File: src/rtl/core_run_pkg.sv
// core_run_pkg: shared FSM state encoding and width helper for the core run controller
package core_run_pkg;

    typedef enum logic [1:0] {
        ST_IDLE,
        ST_RESET,
        ST_RUN,
        ST_DONE
    } state_t;

    function automatic int clog2(input int v);
        int r;
        r = 0;
        while ((1 << r) < v) r = r + 1;
        return (r < 1) ? 1 : r;
    endfunction

endpackage

File: src/rtl/run_counter.sv
// run_counter: loadable up-counter with a terminal-count flag, shared by the reset and run phases
module run_counter #(
    parameter int W = 3
) (
    input  logic         clk,
    input  logic         rst_n,
    input  logic         load,
    input  logic         en,
    input  logic [W-1:0] limit,
    output logic [W-1:0] count,
    output logic         tc
);

    assign tc = count == limit;

    // restart from zero on load, otherwise count while enabled
    always_ff @(posedge clk or negedge rst_n)
        if (!rst_n)
            count <= '0;
        else if (load)
            count <= '0;
        else if (en)
            count <= count + W'(1);

endmodule

File: src/rtl/core_run_ctrl.sv
// core_run_ctrl: sequences a reset/run/halt cycle for a group of cores with timeout and abort
module core_run_ctrl
    import core_run_pkg::*;
#(
    parameter int NUM_CORES  = 2,
    parameter int RST_CYCLES = 2,
    parameter int RUN_CYCLES = 5,
    localparam int CNT_W     = clog2(RUN_CYCLES + 1)
) (
    input  logic                 CLK,
    input  logic                 Reset_n,
    input  logic                 Start,
    input  logic                 Abort,
    input  logic [NUM_CORES-1:0] EnMask,
    input  logic [NUM_CORES-1:0] Halt,
    output logic [NUM_CORES-1:0] CoreReset,
    output logic                 Busy,
    output logic                 Done,
    output logic                 Timeout,
    output logic [NUM_CORES-1:0] HaltMask,
    output logic [CNT_W-1:0]     CycleCount
);

    localparam int LIM_MAX = (RST_CYCLES > RUN_CYCLES) ? RST_CYCLES : RUN_CYCLES;
    localparam int PW      = clog2(LIM_MAX);

    state_t               state;
    logic [NUM_CORES-1:0] en_lat;
    logic [NUM_CORES-1:0] hm_next;
    logic [PW-1:0]        ph_cnt;
    logic [PW-1:0]        ph_lim;
    logic                 ph_tc;
    logic                 ph_load;
    logic                 ph_en;
    logic                 accept;
    logic                 all_halted;

    // phase counter limit tracks the current phase; it restarts on entry to RESET and to RUN
    always_comb begin
        accept     = Start && (|EnMask) && (state == ST_IDLE || state == ST_DONE);
        ph_load    = accept || (state == ST_RESET && ph_tc);
        ph_en      = state == ST_RESET || state == ST_RUN;
        ph_lim     = (state == ST_RESET) ? PW'(RST_CYCLES - 1) : PW'(RUN_CYCLES - 1);
        hm_next    = HaltMask | (Halt & en_lat);
        all_halted = hm_next == en_lat;
    end

    run_counter #(
        .W(PW)
    ) u_cnt (
        .clk  (CLK),
        .rst_n(Reset_n),
        .load (ph_load),
        .en   (ph_en),
        .limit(ph_lim),
        .count(ph_cnt),
        .tc   (ph_tc)
    );

    // run sequencer; abort takes priority over start and over run completion
    always_ff @(posedge CLK or negedge Reset_n)
        if (!Reset_n) begin
            state      <= ST_IDLE;
            CoreReset  <= '1;
            Busy       <= 1'b0;
            Done       <= 1'b0;
            Timeout    <= 1'b0;
            HaltMask   <= '0;
            CycleCount <= '0;
            en_lat     <= '0;
        end else if (Abort) begin
            state      <= ST_IDLE;
            CoreReset  <= '1;
            Busy       <= 1'b0;
            Done       <= 1'b0;
            Timeout    <= 1'b0;
            HaltMask   <= '0;
            CycleCount <= '0;
            en_lat     <= '0;
        end else if (accept) begin
            state      <= ST_RESET;
            CoreReset  <= '1;
            Busy       <= 1'b1;
            Done       <= 1'b0;
            Timeout    <= 1'b0;
            HaltMask   <= '0;
            CycleCount <= '0;
            en_lat     <= EnMask;
        end else if (state == ST_RESET && ph_tc) begin
            state     <= ST_RUN;
            CoreReset <= ~en_lat;
        end else if (state == ST_RUN) begin
            CycleCount <= CycleCount + CNT_W'(1);
            HaltMask   <= hm_next;
            if (all_halted || ph_tc) begin
                state   <= ST_DONE;
                Busy    <= 1'b0;
                Done    <= all_halted;
                Timeout <= !all_halted;
            end
        end

endmodule

File: config.mk
export PLATFORM = sky130hd
export DESIGN_NAME = core_run_ctrl
export DESIGN_NICKNAME = d
export VERILOG_FILES = /design/src/rtl/core_run_pkg.sv /design/src/rtl/run_counter.sv /design/src/rtl/core_run_ctrl.sv
export SDC_FILE = /design/constraint.sdc
export NUM_CORES = 1
export LEC_CHECK = 0
export CAP_MARGIN = 40
export CORE_ASPECT_RATIO = 1.2
export CORE_MARGIN = 5
export CORE_UTILIZATION = 50
export DETAILED_ROUTE_END_ITERATION = 6
export GPL_TIMING_DRIVEN = 1
export PLACE_DENSITY = 0.78
export SYNTH_ARGS = -nofsm -noshare
export SYNTH_HDL_FRONTEND = slang
export SYNTH_HIERARCHICAL = 1
export SYNTH_SLANG_ARGS = --single-unit
File: constraint.sdc
create_clock -name CLK -period 4.1 [get_ports CLK]
set_clock_uncertainty 0.15 [all_clocks]
set_input_delay 0.82 -clock CLK [delete_from_list [all_inputs] [get_ports CLK]]
set_output_delay 0.82 -clock CLK [all_outputs]
set_load 0.005 [all_outputs]
### After elaboration in Yosys (flattened, before gate mapping)

Index checks and enable logic that the tools add are counted.
Widths: inputs -> output; s select.

| word-level totals | value |
|---|---|
| register bits after elaboration | 17 |
| input port bits | 8 |
| output and inout bits | 10 |
| logic and storage cells | 76 |

| cells by class | value |
|---|---|
| add/sub/neg operators | 2 |
| equal/unequal tests | 6 |
| multiplexer cells | 36 |
| bitwise logic cells | 3 |
| reductions and logical operators | 20 |

Operators by type and width:

| operator | count |
|---|---|
| $mux 2 | 14 |
| $mux 3 | 7 |
| $mux 1 | 15 |
| $reduce_bool 3->1 | 3 |
| $reduce_bool 4->1 | 2 |
| $add 3x1->3 const B | 2 |
| $eq 2x2->1 const B | 2 |
| $logic_or 1x1->1 | 4 |
| $reduce_and 2->1 | 2 |
| $reduce_bool 2->1 | 2 |
| $eq 3x3->1 | 1 |
| $logic_and 1x1->1 | 3 |
| $ne 3x3->1 const B | 1 |
| $reduce_and 3->1 | 1 |
| $and 2x2->2 | 1 |
| $eq 2x1->1 const B | 1 |
| $eq 2x2->1 | 1 |
| $logic_not 2->1 | 1 |
| $not 2->2 | 1 |
| $or 2x2->2 | 1 |
| $reduce_or 2->1 | 1 |
| $logic_not 1->1 | 1 |

### Depth between registers and ports, before layout

| logic depth | value |
|---|---|
| word-level depth | 9 |
| depth in mapped cells | 10 |
| mapped depth without buffers | 9 |

### Modules after synthesis

Netlist, hierarchy kept.

By module, submodules not included:

| module | instances | cells each | area an instance (um^2) | sequential area each (um^2) |
|---|---|---|---|---|
| core_run_ctrl | 1 | 73 | 744.5 | 352.8 |
| run_counter | 1 | 15 | 176.4 | 75.1 |

### Least setup slack after synthesis

OpenSTA, ideal clock, no wires.

| timing path | value |
|---|---|
| path type | register to register |
| start point | reg state[1] |
| end point | reg CycleCount[0] |
| library setup time | 0.132 ns |
| data arrival time | 1.817 ns |
| data required time | 3.818 ns |
| slack | 2.001 ns |
| stages on the path, launching flop included | 11 |
| buffers on the path | 1 |
| clock period less this slack | 2.099 ns |
| cells stage by stage | dfrtp_1 inv_1 ha_1 inv_1 xor2_1 nor3_2 nand2_1 clkbuf_1 nand2_1 xor2_1 nor2_1 |

| on the way | value |
|---|---|
| cells in the longest elaborated chain, start to end | 6 |
| elaborated cells between the ends (all ways) | 14 |
| those cells by class | eq/ne: 5; mux: 3; reduce/logical: 6 |

Ends and longest elaborated chain:

| what | line | RTL |
|---|---|---|
| start, declared | core_run_ctrl.sv:27 | `state_t state;` |
| start signal, assigned | core_run_ctrl.sv:63 | `state <= ST_IDLE;` |
| start signal, assigned | core_run_ctrl.sv:72 | `state <= ST_IDLE;` |
| start signal, assigned | core_run_ctrl.sv:81 | `state <= ST_RESET;` |
| $eq 2x1->1 | core_run_ctrl.sv:43 | `ph_lim = (state == ST_RESET) ? PW'(RST_CYCLES - 1) : PW'(RUN_CYCLES - 1);` |
| $mux 3 | core_run_ctrl.sv:43 |  |
| net ph_lim[0] | core_run_ctrl.sv:31 | `logic [PW-1:0] ph_lim;` |
| $eq 3x3->1 | run_counter.sv:14 | `assign tc = count == limit;` |
| net ph_tc | core_run_ctrl.sv:32 | `logic ph_tc;` |
| $logic_and 1x1->1 | core_run_ctrl.sv:89 | `end else if (state == ST_RESET && ph_tc) begin` |
| $ne 3x3->1 (no source line) | -- |  |
| $reduce_and 2->1 (no source line) | -- |  |
| end signal, assigned | core_run_ctrl.sv:93 | `CycleCount <= CycleCount + CNT_W'(1);` |
| end, declared | core_run_ctrl.sv:21 | `output logic [CNT_W-1:0] CycleCount` |

The timed path passes the listed nets, and every way through them passes these cells.
A chain may end at the register's enable or synchronous reset.

### Worst setup path in the final report

Same ends and word-level chain as after synthesis.

==> metrics.csv <==
metric;value;unit
status;completed;
cp_cell_sequence;inv_1, ha_1, inv_1, xor2_1, nor3_2, nand2_1, nand2_1, xor2_1, nor2_1;
crit_path_max_incr_delay;430;ps
clock_latency;280;ps
placed_area;1104;um^2
ys.flop_type;dfrtp_1;
numPortBuffers;17;
grt_usage;13.67;%
required;4110;ps
cts_tree;yes;
synth_area_leaders;dfrtp_1 41%, dfstp_2 5.7%, ha_1 5.4%;
syn_avg_cell_area;10.46;um^2
syn-num-nets;100;
fmax;419.1;MHz
rr_startpoint;state[1]$_DFFE_PN0P_;
leakage;0.0004794;uW
worst_pin_slew;761.3;ps
ff2ff_setup_slack;1710;ps
cts_buffers;3;
antenna_found_initial;0;
ys_ff_latch;17;
reg2regPathDepth;9;
die_x;49.18;um
min_from;CycleCount[1]$_DFFE_PN0P_;
start_util;50.93;%
worstPathArrival;2400;ps
postCtsHoldBufs;0;
clk_path_buf_depth;2;
routed_wl;1803;um
fin_ws;1714;ps
cp_slowest_cell;dfrtp_1;
die_y;57.01;um
min_period;2386;ps
ir_drop;0.2066;mV
grt_setup_unrepaired;false;
cts_setup_buffers;0;
crit_family;simple AND/OR/NAND/NOR gates;
grt_max_degree;18;
ant_nets;0;
holdPathEnd;CycleCount[1]$_DFFE_PN0P_;
synth.cells.most_frequent;15 x dfrtp_1, 8 x nor2_1, 6 x a21oi_1, 6 x inv_1, 6 x nand2_1;
final_util;62.49;%
cts_sinks;17;
syn-cell-area;920.9;um^2
pre_cts_ws;1536;ps
grt_pass1_wl;3056;um
cp-start-kind;register;
synth_top_area_share;40.76;%
rows;17;
vias;707;
grt_pass1_vias;737;
yosysSeqAreaShare;46.47;%
holdPathStages;2;
n_antenna_cell;0;
fin_tns_setup;0;ps
synth_most_common_cell;dfrtp_1;
clk_pin_slew;100;ps
yosys_warnings;6;
design_area;1130;um^2
r2r_end;CycleCount[0]$_DFFE_PN0P_;
async_reset_ff_share;100.0;%
timing.final.max_slew_violations;0;
area_growth;22.69;%
fin_cells;125;
crit_type;register to register;
place.gp.congestion;0.7706;
viasPerCell;5.656;
die_area;2803;um^2
dp_hpwl;1352;um
grt_overflow_total;0;
netlist_instances;88;
cts_resized;0;
fillers;150;
h-tree-depth;1;
yosys.area.top_type;dfrtp_1;
first_pass_iters;4;
relSlewSlack;49.09;%
final_hold_viol_count;0;
drtIter0Drc;12;
finalNetCount;119;
synth_cell_type_count;33;
cp.depth;9;
root_buffer;clkbuf_4;
synth-edff-count;0;
cap_violations;0;
pin_count;18;
drive_above_1_share;9.434;%
critPathMaxFanout;12;
power_density;336.4;nW/um^2
setup_violations;0;
hold_class;register to register;
crit_path_end_kind;register;
wl_per_cell;14.42;um
critPathBufInv;2;
drc;0;
dp_cells;121;
core_area;1808;um^2
period_share;58.20;%
## worst max path at each step
stage | from | endpoint | slack [ps]
6_report | state[1]$_DFFE_PN0P_ | CycleCount[0]$_DFFE_PN0P_ | 1710
5_1_grt | state[1]$_DFFE_PN0P_ | CycleCount[0]$_DFFE_PN0P_ | 1500
3_5_place_dp | EnMask[1] | CoreReset[1]$_DFFE_PN1P_ | 1540
2_1_floorplan | state[1]$_DFFE_PN0P_ | CycleCount[0]$_DFFE_PN0P_ | 2000
4_1_cts | state[1]$_DFFE_PN0P_ | CycleCount[0]$_DFFE_PN0P_ | 1690
3_3_place_gp | EnMask[0] | CoreReset[1]$_DFFE_PN1P_ | 1600
## placed cells by master (no fill, tap or decap), drive strengths merged, types with 3 or more instances in the layout
cell,netlist,final
clkdlybuf4s50,0,17
dfrtp,15,15
nor2,8,8
a21oi,7,7
inv,6,6
nand2,6,6
xor2,5,5
nand3,4,4
ha,4,4
clkbuf,3,4
nor3,3,3
## kinds of logic after synthesis
logic type / Yosys count / synth area share [%]
AO/OA/AOI/OAI: 19 / 17.26
XOR/XNOR: 6 / 5.706
adder cells (fa/ha/maj): 4 / 5.435
buffers and inverters: 9 / 3.668
flip-flops: 17 / 46.47
multiplexers: 2 / 2.310
other: 1 / 0.4072
AND/OR/NAND/NOR: 30 / 18.75
## report_power, final
group / internal, uW / switching, uW / leakage, uW / total, uW
logic: 43.3 / 49.2 / 0.000238 / 92.5
registers: 183 / 15.4 / 0.000226 / 199
clock network: 37.7 / 51.2 / 0.0000150 / 89.0
total: 264 / 116 / 0.000479 / 380
## layout make-up
class                           instances  area (um^2)  area share [%]
Multi-Input combinational cell         62        459.2           40.64
Sequential cell                        17        427.9           37.87
Timing Repair Buffer                   17        170.2           15.06
Clock buffer                            4        26.28           2.326
Tap cell                               19        23.77           2.104
Inverter                                6        22.52           1.993
## worst min-delay path, delay by kind of cell (launching register included)
family | cells | cell delay (ps)
flops | 1 | 410
simple gates | 1 | 60
compound gates | 1 | 60
## state kept, by name (all words and copies together) (netlist names), 2 cells and up
signal,cells
HaltMask,2
CycleCount,3
u_cnt/count,3
state,2
en_lat,2
CoreReset,2
## layer usage
metal / wire length (um) / track usage, % / vias to the layer above / part of all wire [%]
met4: 13 / 5.000 / 0 / 0.72
met3: 128 / 3.655 / 2 / 7.1
met5: 0 / 0 / - / 0
met2: 929 / 24.13 / 28 / 52
li1: - / - / 346 / -
met1: 732 / 15.56 / 331 / 41
## per-stage QoR
step | power [uW] | hold slack (ps)
floorplan | 264.9 | 374.4
global placement | 290.6 | 374.1
detailed placement | 295.4 | 395.2
CTS | 385.4 | 409.4
global route | 403.1 | 440.0
finish | 380.0 | 409.1
(Power assumes the default switching activity.)
